File: src/rtl/bp_pkg.sv
// Shared constants, BTB entry layout and counter helpers for the branch predictor.
package bp_pkg;

  localparam int unsigned BP_WIDTH = 32;
  localparam int unsigned CTR_W    = 2;

  localparam logic [1:0] RES_WRONG_TARGET = 2'b00;
  localparam logic [1:0] RES_RIGHT        = 2'b01;
  localparam logic [1:0] RES_NOT_TAKEN    = 2'b10;
  localparam logic [1:0] RES_TAKEN        = 2'b11;

  localparam logic [CTR_W-1:0] CTR_SNT = 2'd0;
  localparam logic [CTR_W-1:0] CTR_WNT = 2'd1;
  localparam logic [CTR_W-1:0] CTR_WT  = 2'd2;
  localparam logic [CTR_W-1:0] CTR_ST  = 2'd3;

  // Tag is stored right-aligned and zero-extended to BP_WIDTH.
  typedef struct packed {
    logic                valid;
    logic [BP_WIDTH-1:0] tag;
    logic [BP_WIDTH-1:0] target;
    logic [CTR_W-1:0]    ctr;
  } bp_entry_t;

  function automatic logic [CTR_W-1:0] ctr_inc(input logic [CTR_W-1:0] c);
    return (c == CTR_ST) ? CTR_ST : c + CTR_W'(1);
  endfunction

  function automatic logic [CTR_W-1:0] ctr_dec(input logic [CTR_W-1:0] c);
    return (c == CTR_SNT) ? CTR_SNT : c - CTR_W'(1);
  endfunction

endpackage

File: src/rtl/bp_sat_counter.sv
// Saturating up-counter; holds at all-ones.
module bp_sat_counter #(
  parameter int unsigned WIDTH = 16
) (
  input  logic             clk,
  input  logic             rst_n,
  input  logic             inc,
  output logic [WIDTH-1:0] count
);

  logic [WIDTH-1:0] count_q;
  logic [WIDTH-1:0] count_d;

  always_comb begin
    count_d = count_q;
    if (inc && (count_q != '1)) begin
      count_d = count_q + WIDTH'(1);
    end
  end

  always_ff @(posedge clk or negedge rst_n) begin
    if (!rst_n) begin
      count_q <= '0;
    end else begin
      count_q <= count_d;
    end
  end

  assign count = count_q;

endmodule

File: src/rtl/branch_predictor.sv
// Direct-mapped BTB with 2-bit direction counters, registered fetch-side lookup
// and Execute-side training, plus correct/mispredict statistics.
module branch_predictor
  import bp_pkg::*;
#(
  parameter int unsigned WIDTH_DATA_LENGTH = 32,
  parameter int unsigned ENTRIES           = 16,
  parameter int unsigned INDEX_BITS        = $clog2(ENTRIES)
) (
  input  logic                         clk,
  input  logic                         rst_n,
  input  logic [WIDTH_DATA_LENGTH-1:0] PC_Fetch,
  input  logic                         Stall,
  input  logic                         Flush,
  output logic                         Predicted,
  output logic [WIDTH_DATA_LENGTH-1:0] PC_Pre,
  input  logic                         Upd_Valid,
  input  logic [WIDTH_DATA_LENGTH-1:0] Upd_PC,
  input  logic                         Upd_Taken,
  input  logic [WIDTH_DATA_LENGTH-1:0] Upd_Target,
  input  logic [1:0]                   Result,
  output logic [15:0]                  Correct_Count,
  output logic [15:0]                  Mispredict_Count
);

  localparam int unsigned W     = WIDTH_DATA_LENGTH;
  localparam int unsigned TAG_W = W - INDEX_BITS - 2;

  localparam bp_entry_t ENTRY_RST = '{valid: 1'b0, tag: '0, target: '0, ctr: CTR_WNT};

  bp_entry_t tbl_q [ENTRIES];
  bp_entry_t tbl_d [ENTRIES];

  logic         predicted_q, predicted_d;
  logic [W-1:0] pc_pre_q, pc_pre_d;

  logic [INDEX_BITS-1:0] f_idx, u_idx;
  logic [TAG_W-1:0]      f_tag, u_tag;
  bp_entry_t             f_ent, u_ent;
  logic                  f_hit, u_hit, f_taken;
  logic [W-1:0]          pc_seq;
  logic                  upd_pc_unused;

  assign f_idx = PC_Fetch[INDEX_BITS+1:2];
  assign f_tag = PC_Fetch[W-1:INDEX_BITS+2];
  assign u_idx = Upd_PC[INDEX_BITS+1:2];
  assign u_tag = Upd_PC[W-1:INDEX_BITS+2];
  assign upd_pc_unused = ^Upd_PC[1:0];

  // Lookup reads the pre-update table: no write-to-read bypass.
  assign f_ent   = tbl_q[f_idx];
  assign u_ent   = tbl_q[u_idx];
  assign f_hit   = f_ent.valid && (f_ent.tag == BP_WIDTH'(f_tag));
  assign u_hit   = u_ent.valid && (u_ent.tag == BP_WIDTH'(u_tag));
  assign f_taken = f_hit && f_ent.ctr[1];
  assign pc_seq  = PC_Fetch + W'(4);

  // Output register: Flush beats Stall beats a fresh lookup.
  always_comb begin
    predicted_d = predicted_q;
    pc_pre_d    = pc_pre_q;
    if (Flush) begin
      predicted_d = 1'b0;
      pc_pre_d    = '0;
    end else if (!Stall) begin
      predicted_d = f_taken;
      pc_pre_d    = f_taken ? W'(f_ent.target) : pc_seq;
    end
  end

  // Training: at most one entry is written per edge.
  always_comb begin
    tbl_d = tbl_q;
    if (Upd_Valid) begin
      case (Result)
        RES_TAKEN: begin
          tbl_d[u_idx].valid  = 1'b1;
          tbl_d[u_idx].tag    = BP_WIDTH'(u_tag);
          tbl_d[u_idx].target = BP_WIDTH'(Upd_Target);
          tbl_d[u_idx].ctr    = CTR_WT;
        end
        RES_WRONG_TARGET: begin
          tbl_d[u_idx].valid  = 1'b1;
          tbl_d[u_idx].tag    = BP_WIDTH'(u_tag);
          tbl_d[u_idx].target = BP_WIDTH'(Upd_Target);
          tbl_d[u_idx].ctr    = ctr_inc(u_ent.ctr);
        end
        RES_NOT_TAKEN: begin
          if (u_hit) begin
            tbl_d[u_idx].ctr = ctr_dec(u_ent.ctr);
          end
        end
        RES_RIGHT: begin
          if (u_hit) begin
            tbl_d[u_idx].ctr = Upd_Taken ? ctr_inc(u_ent.ctr) : ctr_dec(u_ent.ctr);
          end
        end
        default: begin
        end
      endcase
    end
  end

  always_ff @(posedge clk or negedge rst_n) begin
    if (!rst_n) begin
      tbl_q       <= '{default: ENTRY_RST};
      predicted_q <= 1'b0;
      pc_pre_q    <= '0;
    end else begin
      tbl_q       <= tbl_d;
      predicted_q <= predicted_d;
      pc_pre_q    <= pc_pre_d;
    end
  end

  assign Predicted = predicted_q;
  assign PC_Pre    = pc_pre_q;

  bp_sat_counter #(.WIDTH(16)) u_correct_cnt (
    .clk   (clk),
    .rst_n (rst_n),
    .inc   (Upd_Valid && (Result == RES_RIGHT)),
    .count (Correct_Count)
  );

  bp_sat_counter #(.WIDTH(16)) u_mispredict_cnt (
    .clk   (clk),
    .rst_n (rst_n),
    .inc   (Upd_Valid && (Result != RES_RIGHT)),
    .count (Mispredict_Count)
  );

endmodule
File: config.mk
export PLATFORM = sky130hd
export DESIGN_NAME = branch_predictor
export DESIGN_NICKNAME = d
export VERILOG_FILES = /design/src/rtl/bp_pkg.sv /design/src/rtl/bp_sat_counter.sv /design/src/rtl/branch_predictor.sv
export SDC_FILE = /design/constraint.sdc
export NUM_CORES = 2
export LEC_CHECK = 0
export BUFFER_PORTS_ARGS = -buffer_cell sky130_fd_sc_hd__buf_2
export CAP_MARGIN = 5
export CORE_UTILIZATION = 40
export CTS_CLUSTER_DIAMETER = 60
export CTS_CLUSTER_SIZE = 14
export DETAILED_ROUTE_END_ITERATION = 7
export HOLD_SLACK_MARGIN = 0.05
export SYNTH_ARGS = -nofsm -noshare
export SYNTH_HDL_FRONTEND = slang
export SYNTH_SLANG_ARGS = --single-unit
export TNS_END_PERCENT = 50
File: constraint.sdc
create_clock -name clk -period 6.1 [get_ports clk]
set_input_delay 0.305 -clock clk [delete_from_list [all_inputs] [get_ports clk]]
set_output_delay 0.305 -clock clk [all_outputs]
set_load 0.03 [all_outputs]
# Yosys cells after proc, flatten, opt, wreduce, memory -nomap -nowiden
# Cells that the tools add are included.
dict set report classes {
  add_sub_neg 5
  multipliers 0
  div 0
  order_cmp 3
  eq_ne 12
  n_shift 0
  n_mux 32
  bitwise 2
  n_reduce_logical 11
}
# operator n
set op_table {}
lappend op_table {{$bwmux 1072} 7}
lappend op_table {{$pmux 1072 s4} 1}
lappend op_table {{$mux 1072} 2}
lappend op_table {{$demux 67 s4} 4}
lappend op_table {{$bmux 67 s4} 2}
lappend op_table {{$mux 67} 5}
lappend op_table {{$mux 32} 3}
lappend op_table {{$mux 66} 1}
lappend op_table {{$eq 32x26->1} 2}
lappend op_table {{$mux 34} 1}
lappend op_table {{$add 16x1->16 const B} 2}
lappend op_table {{$add 32x3->32 const B} 1}
lappend op_table {{$ne 16x16->1 const B} 2}
lappend op_table {{$ge 5x5->1 const B} 2}
lappend op_table {{$not 4->5} 2}
lappend op_table {{$logic_and 1x1->1} 8}
lappend op_table {{$mux 2} 4}
lappend op_table {{$eq 2x2->1 const B} 3}
lappend op_table {{$lt 5x1->1 const B} 1}
lappend op_table {{$logic_not 2->1} 2}
lappend op_table {{$ne 2x1->1 const B} 2}
lappend op_table {{$ne 2x2->1 const B} 2}
lappend op_table {{$reduce_and 3->1} 1}
lappend op_table {{$add 2x1->2 const B} 1}
lappend op_table {{other kinds (3)} 4}
dict set report totals {
  register_bits 1137
  latchBits 0
  ramBits 0
  mem_bits_ro 0
  input_bits 104
  wordCells 133
  mem_count 0
}

# Longest topological paths before layout
dict set report logic_depth {
  depth_word 10
  ltp_mapped 17
}

# Modules after synthesis
# Synthesis repeated with hierarchy kept, for this count alone.
dict set report hier_totals {
  cells_unflattened 4750
  area_unflattened_um2 55848.6
}
# mod instances cells_per_inst area_each_um2 seq_area_each_um2
set modules_own_cells {}
lappend modules_own_cells {branch_predictor 1 4606 54129.4 27671.5}
lappend modules_own_cells {bp_sat_counter 2 72 859.6 400.4}

# Least setup slack after synthesis
# Ideal clock, no wire load.
dict set report synth_path {
  kind {reg-to-reg}
  start {register tbl_q[598] (netlist bit)}
  end {register tbl_q[537] (netlist bit)}
  setup_time_ns 0.125
  arrival_time_ns 3.302
  t_required_ns 5.975
  path_slack_ns 2.674
  stages_incl_launch_ff 12
  n_path_buf 2
  period_less_slack_ns 3.426
  path_cell_list {dfrtp_1 > or4_1 > mux4_2 > nor4_1 > o2111ai_1 > o41ai_1 > o221ai_1 > or4_1 > buf_2 > buf_6 > a211oi_2 > mux2_2}
}
dict set report synth_via {
  elab_chain_len 7
}
# item line_no
set synth_lines {}
lappend synth_lines {{start, declared} branch_predictor.sv:31} ;# bp_entry_t tbl_q [ENTRIES];
lappend synth_lines {{start signal, assigned} branch_predictor.sv:110} ;# tbl_q <= tbl_d;
lappend synth_lines {{$bmux 67 s4 (*)} branch_predictor.sv:52} ;# assign u_ent = tbl_q[u_idx];
lappend synth_lines {{$mux 67 (implied by the code) (*) (2 in a row)} branch_predictor.sv:52}
lappend synth_lines {{$eq 32x26->1 (*)} branch_predictor.sv:54} ;# assign u_hit = u_ent.valid && (u_ent.tag == BP_WIDTH'(u_tag));
lappend synth_lines {{$logic_and 1x1->1 (*)} branch_predictor.sv:54}
lappend synth_lines {{$ne 2x2->1 (no source line)} -}
lappend synth_lines {{$reduce_and 3->1 (no source line) (*)} -}
# Mark *: on every way between the ends. The rest lies on a longest branch, timed or not. The select of a mux whose other input is x is not followed.
# A chain may end at the register's enable or synchronous reset.

# Final worst setup path
dict set report layout_path {
  start {register tbl_q[196] (netlist bit)}
  end {register tbl_q[460] (netlist bit)}
}
# The elaborated chain is that of the path after synthesis.

==> flow_summary.json <==
{
  "yosysUniqueCellTypes": 76,
  "syn_area_sq_mm": 0.0552,
  "grt_pass1_vias": 37900,
  "die-area_sq_mm": 0.139,
  "die_w_um": 373,
  "area_delta_synth_final_pct": 12.6,
  "clock_path_buffers": 3,
  "leakage_nw": 26.6,
  "min_period_ps": 4430,
  "ys_async_sr_fraction_pct": 100,
  "syn_nets": 4457,
  "yosysWarnings": 0,
  "worst_setup_path_end_kind": "register",
  "clkTransAtPathRegs_ps": 70,
  "busiest_layer": "met2",
  "synth_area_leaders": "dfrtp_1 (51%), mux4_2 (15%), mux2_2 (11%), nor2_1 (4.0%), a21oi_1 (3.3%)",
  "hold_viol_final": 0,
  "core-area_sq_mm": 0.136,
  "ant_nets": 0,
  "final.period_utilization_pct": 72.6,
  "ir_drop_uv": 282,
  "dpl_cell_area_sq_mm": 0.0580,
  "drive_gt1_share_pct": 31.3,
  "drcViolationCount": 0,
  "max_freq_mhz": 226,
  "use_met3_pct": 5.57,
  "ys_seq_area_share_pct": 51.6,
  "yosysTopAreaCellShare_pct": 50.8,
  "ioPinCount": 169,
  "clockRootBuffer": "clkbuf_16",
  "cts_tree": "done",
  "min_path_type": "input pin to register",
  "grt_overflow": 0,
  "clock_skew_ps": 62.0,
  "netlist_instances": 4350,
  "synth-edff-count": 0,
  "die-height_um": 373,
  "synth_most_common_cell": "dfrtp_1",
  "grt_usage_pct": 24.7,
  "rsz0062_at_grt": "false",
  "io_buffers": 166,
  "finalMaxSlewViolations": 0,
  "numCtsBuffers": 106,
  "routed_via_density": 6.03,
  "crit_fanout": 20,
  "grt.met1_usage_pct": 35.4,
  "cts_resized": 0,
  "gp_congestion": 0.888,
  "cts_sinks": 1137,
  "setup_violations": 0,
  "wl_per_cell_um": 27.5,
  "crit_required_ps": 6660,
  "fin_cells": 6286,
  "gr-usage-met2_pct": 37.3,
  "crit_path_start_kind": "register",
  "utilization_pct": 45.6,
  "hpwl_mm": 104,
  "grt_pass1_wl_mm": 258,
  "status": "finished clean",
  "antenna_found_initial": 14,
  "nFillCells": 12300,
  "h-tree-depth": 3,
  "synth_top_area_cell": "dfrtp_1",
  "post-route-cell-area_sq_mm": 0.0621,
  "start_util_pct": 40.5,
  "slew_headroom_pct": 16.9,
  "drv_cap": 0,
  "synthFlopType": "dfrtp_1",
  "ys_ff_latch": 1137,
  "grt_start_max_net_pins": 166,
  "syn_area_per_cell_sq_um": 12.7,
  "tightest_slew_ps": 1240,
  "drt_wl_total_mm": 173,
  "fin_setup_tns_ps": 0,
  "fin_nets": 4544,
  "cp_data_arrival_time_ps": 4990,
  "crit_type": "register to register",
  "place_inst": 6048,
  "firstDrtPassIters": 6,
  "drtIter0Drc": 4240,
  "holdWs_ps": 97.0,
  "clkLatencyLatePin_ps": 750,
  "rows": 135,
  "power.density_mw_per_mm2": 350,
  "yosys-top-cells-count": "dfrtp_1 (1121), nor2_1 (585), mux2_2 (547)",
  "dr_total_vias": 37900
}
==> critical path, stage by stage (launching register included) <==
cell	delay (ps)
dfrtp_1	380
nor4_1	830
a32oi_1	220
a22oi_1	260
a31oi_1	110
nor4_1	530
nand4_1	140
or4_1	600
buf_4	260
a21oi_4	210
buf_4	520
a21oi_1	150
==> worst paths after layout <==
check                           start                         to  slack (ps)  cells past startpoint
setup / recovery           tbl_q[196]                 tbl_q[460]        1670                     11
hold / removal             Upd_PC[21]                 tbl_q[518]         100                      2
setup reg to reg           tbl_q[196]                 tbl_q[460]        1670                     11
hold reg to reg            tbl_q[799]                 tbl_q[799]         480                      1
max in group asynchronous       rst_n                 tbl_q[848]        4360                      4
min in group asynchronous       rst_n  u_mispredict_cnt.count[7]         240                      2
==> logic make-up after synthesis <==
| kind of cell | Yosys count | share of synthesized area (%) |
|---|---|---|
| xor gates and xnor gates | 109 | 1.73 |
| adders and majority gates | 3 | 0.0680 |
| muxes | 1023 | 27.9 |
| AOI/OAI and AO/OA | 662 | 7.16 |
| DFF | 1137 | 51.6 |
| and+or+nand+nor | 1038 | 8.47 |
| buffers and inverters | 378 | 3.11 |
==> what timing repair did <==
| action | in CTS | in global routing |
|---|---|---|
| hold buffers | 61 | 0 |
| endpoints found under the hold margin | 582 | 0 |
| setup buffers | 0 | 0 |
==> cell type report <==
class	instances	area, sq um	area share [%]
well taps	1781	2230	3.59
diodes	6	15.0	0.0242
inverters	24	91.3	0.147
clock buffers	128	2900	4.67
repair buffers	333	2580	4.16
flip-flops and latches	1137	28500	45.8
clock inverters	42	634	1.02
multi-input cells	2835	25200	40.6
==> where the power goes <==
| group | switching (mW) | total, mW | internal (mW) |
|---|---|---|---|
| Combinational | 2.15 | 4.59 | 2.44 |
| Clock | 3.07 | 6.93 | 3.85 |
| Sequential | 1.05 | 10.2 | 9.18 |
| Total | 6.28 | 21.8 | 15.5 |
==> placed cells by master (no fill, tap or decap), drive strengths merged, types with 20 or more instances in the layout <==
| cell type | instances |
|---|---|
| mux4 | 356 |
| o21ai | 56 |
| dfrtp | 1121 |
| and2 | 31 |
| xor2 | 44 |
| clkbuf | 128 |
| nor4 | 21 |
| nand4 | 22 |
| o22ai | 20 |
| a31oi | 70 |
| nor2 | 585 |
| buf | 272 |
| mux2i | 112 |
| inv | 30 |
| nand2 | 124 |
| nor2b | 91 |
| nor3 | 44 |
| a211oi | 41 |
| xnor2 | 65 |
| a22oi | 22 |
| mux2 | 555 |
| nand3 | 34 |
| nand2b | 21 |
| a21oi | 365 |
| dlygate4sd3 | 61 |
==> metal layers <==
metal	routed length, um	vias up
met2	78300	1485
li1	-	16100
met4	5470	12
met1	74400	20000
met5	75	-
met3	14500	287
==> registers in the layout, summed over array words and instances (netlist names) <==
name	cells
u_mispredict_cnt.count	16
tbl_q	1072
u_correct_cnt.count	16
Predicted	1
PC_Pre	32
==> stage by stage <==
| step | worst slack (ps) | power (mW) |
|---|---|---|
| 6_report | 1670 | 21.8 |
| 5_1_grt | 1680 | 22.7 |
| 3_3_place_gp | 1150 | 14.7 |
| 2_1_floorplan | 2670 | 13.4 |
| 4_1_cts | 1730 | 21.9 |
| 3_5_place_dp | 1120 | 14.9 |
(Power assumes the default switching activity.)
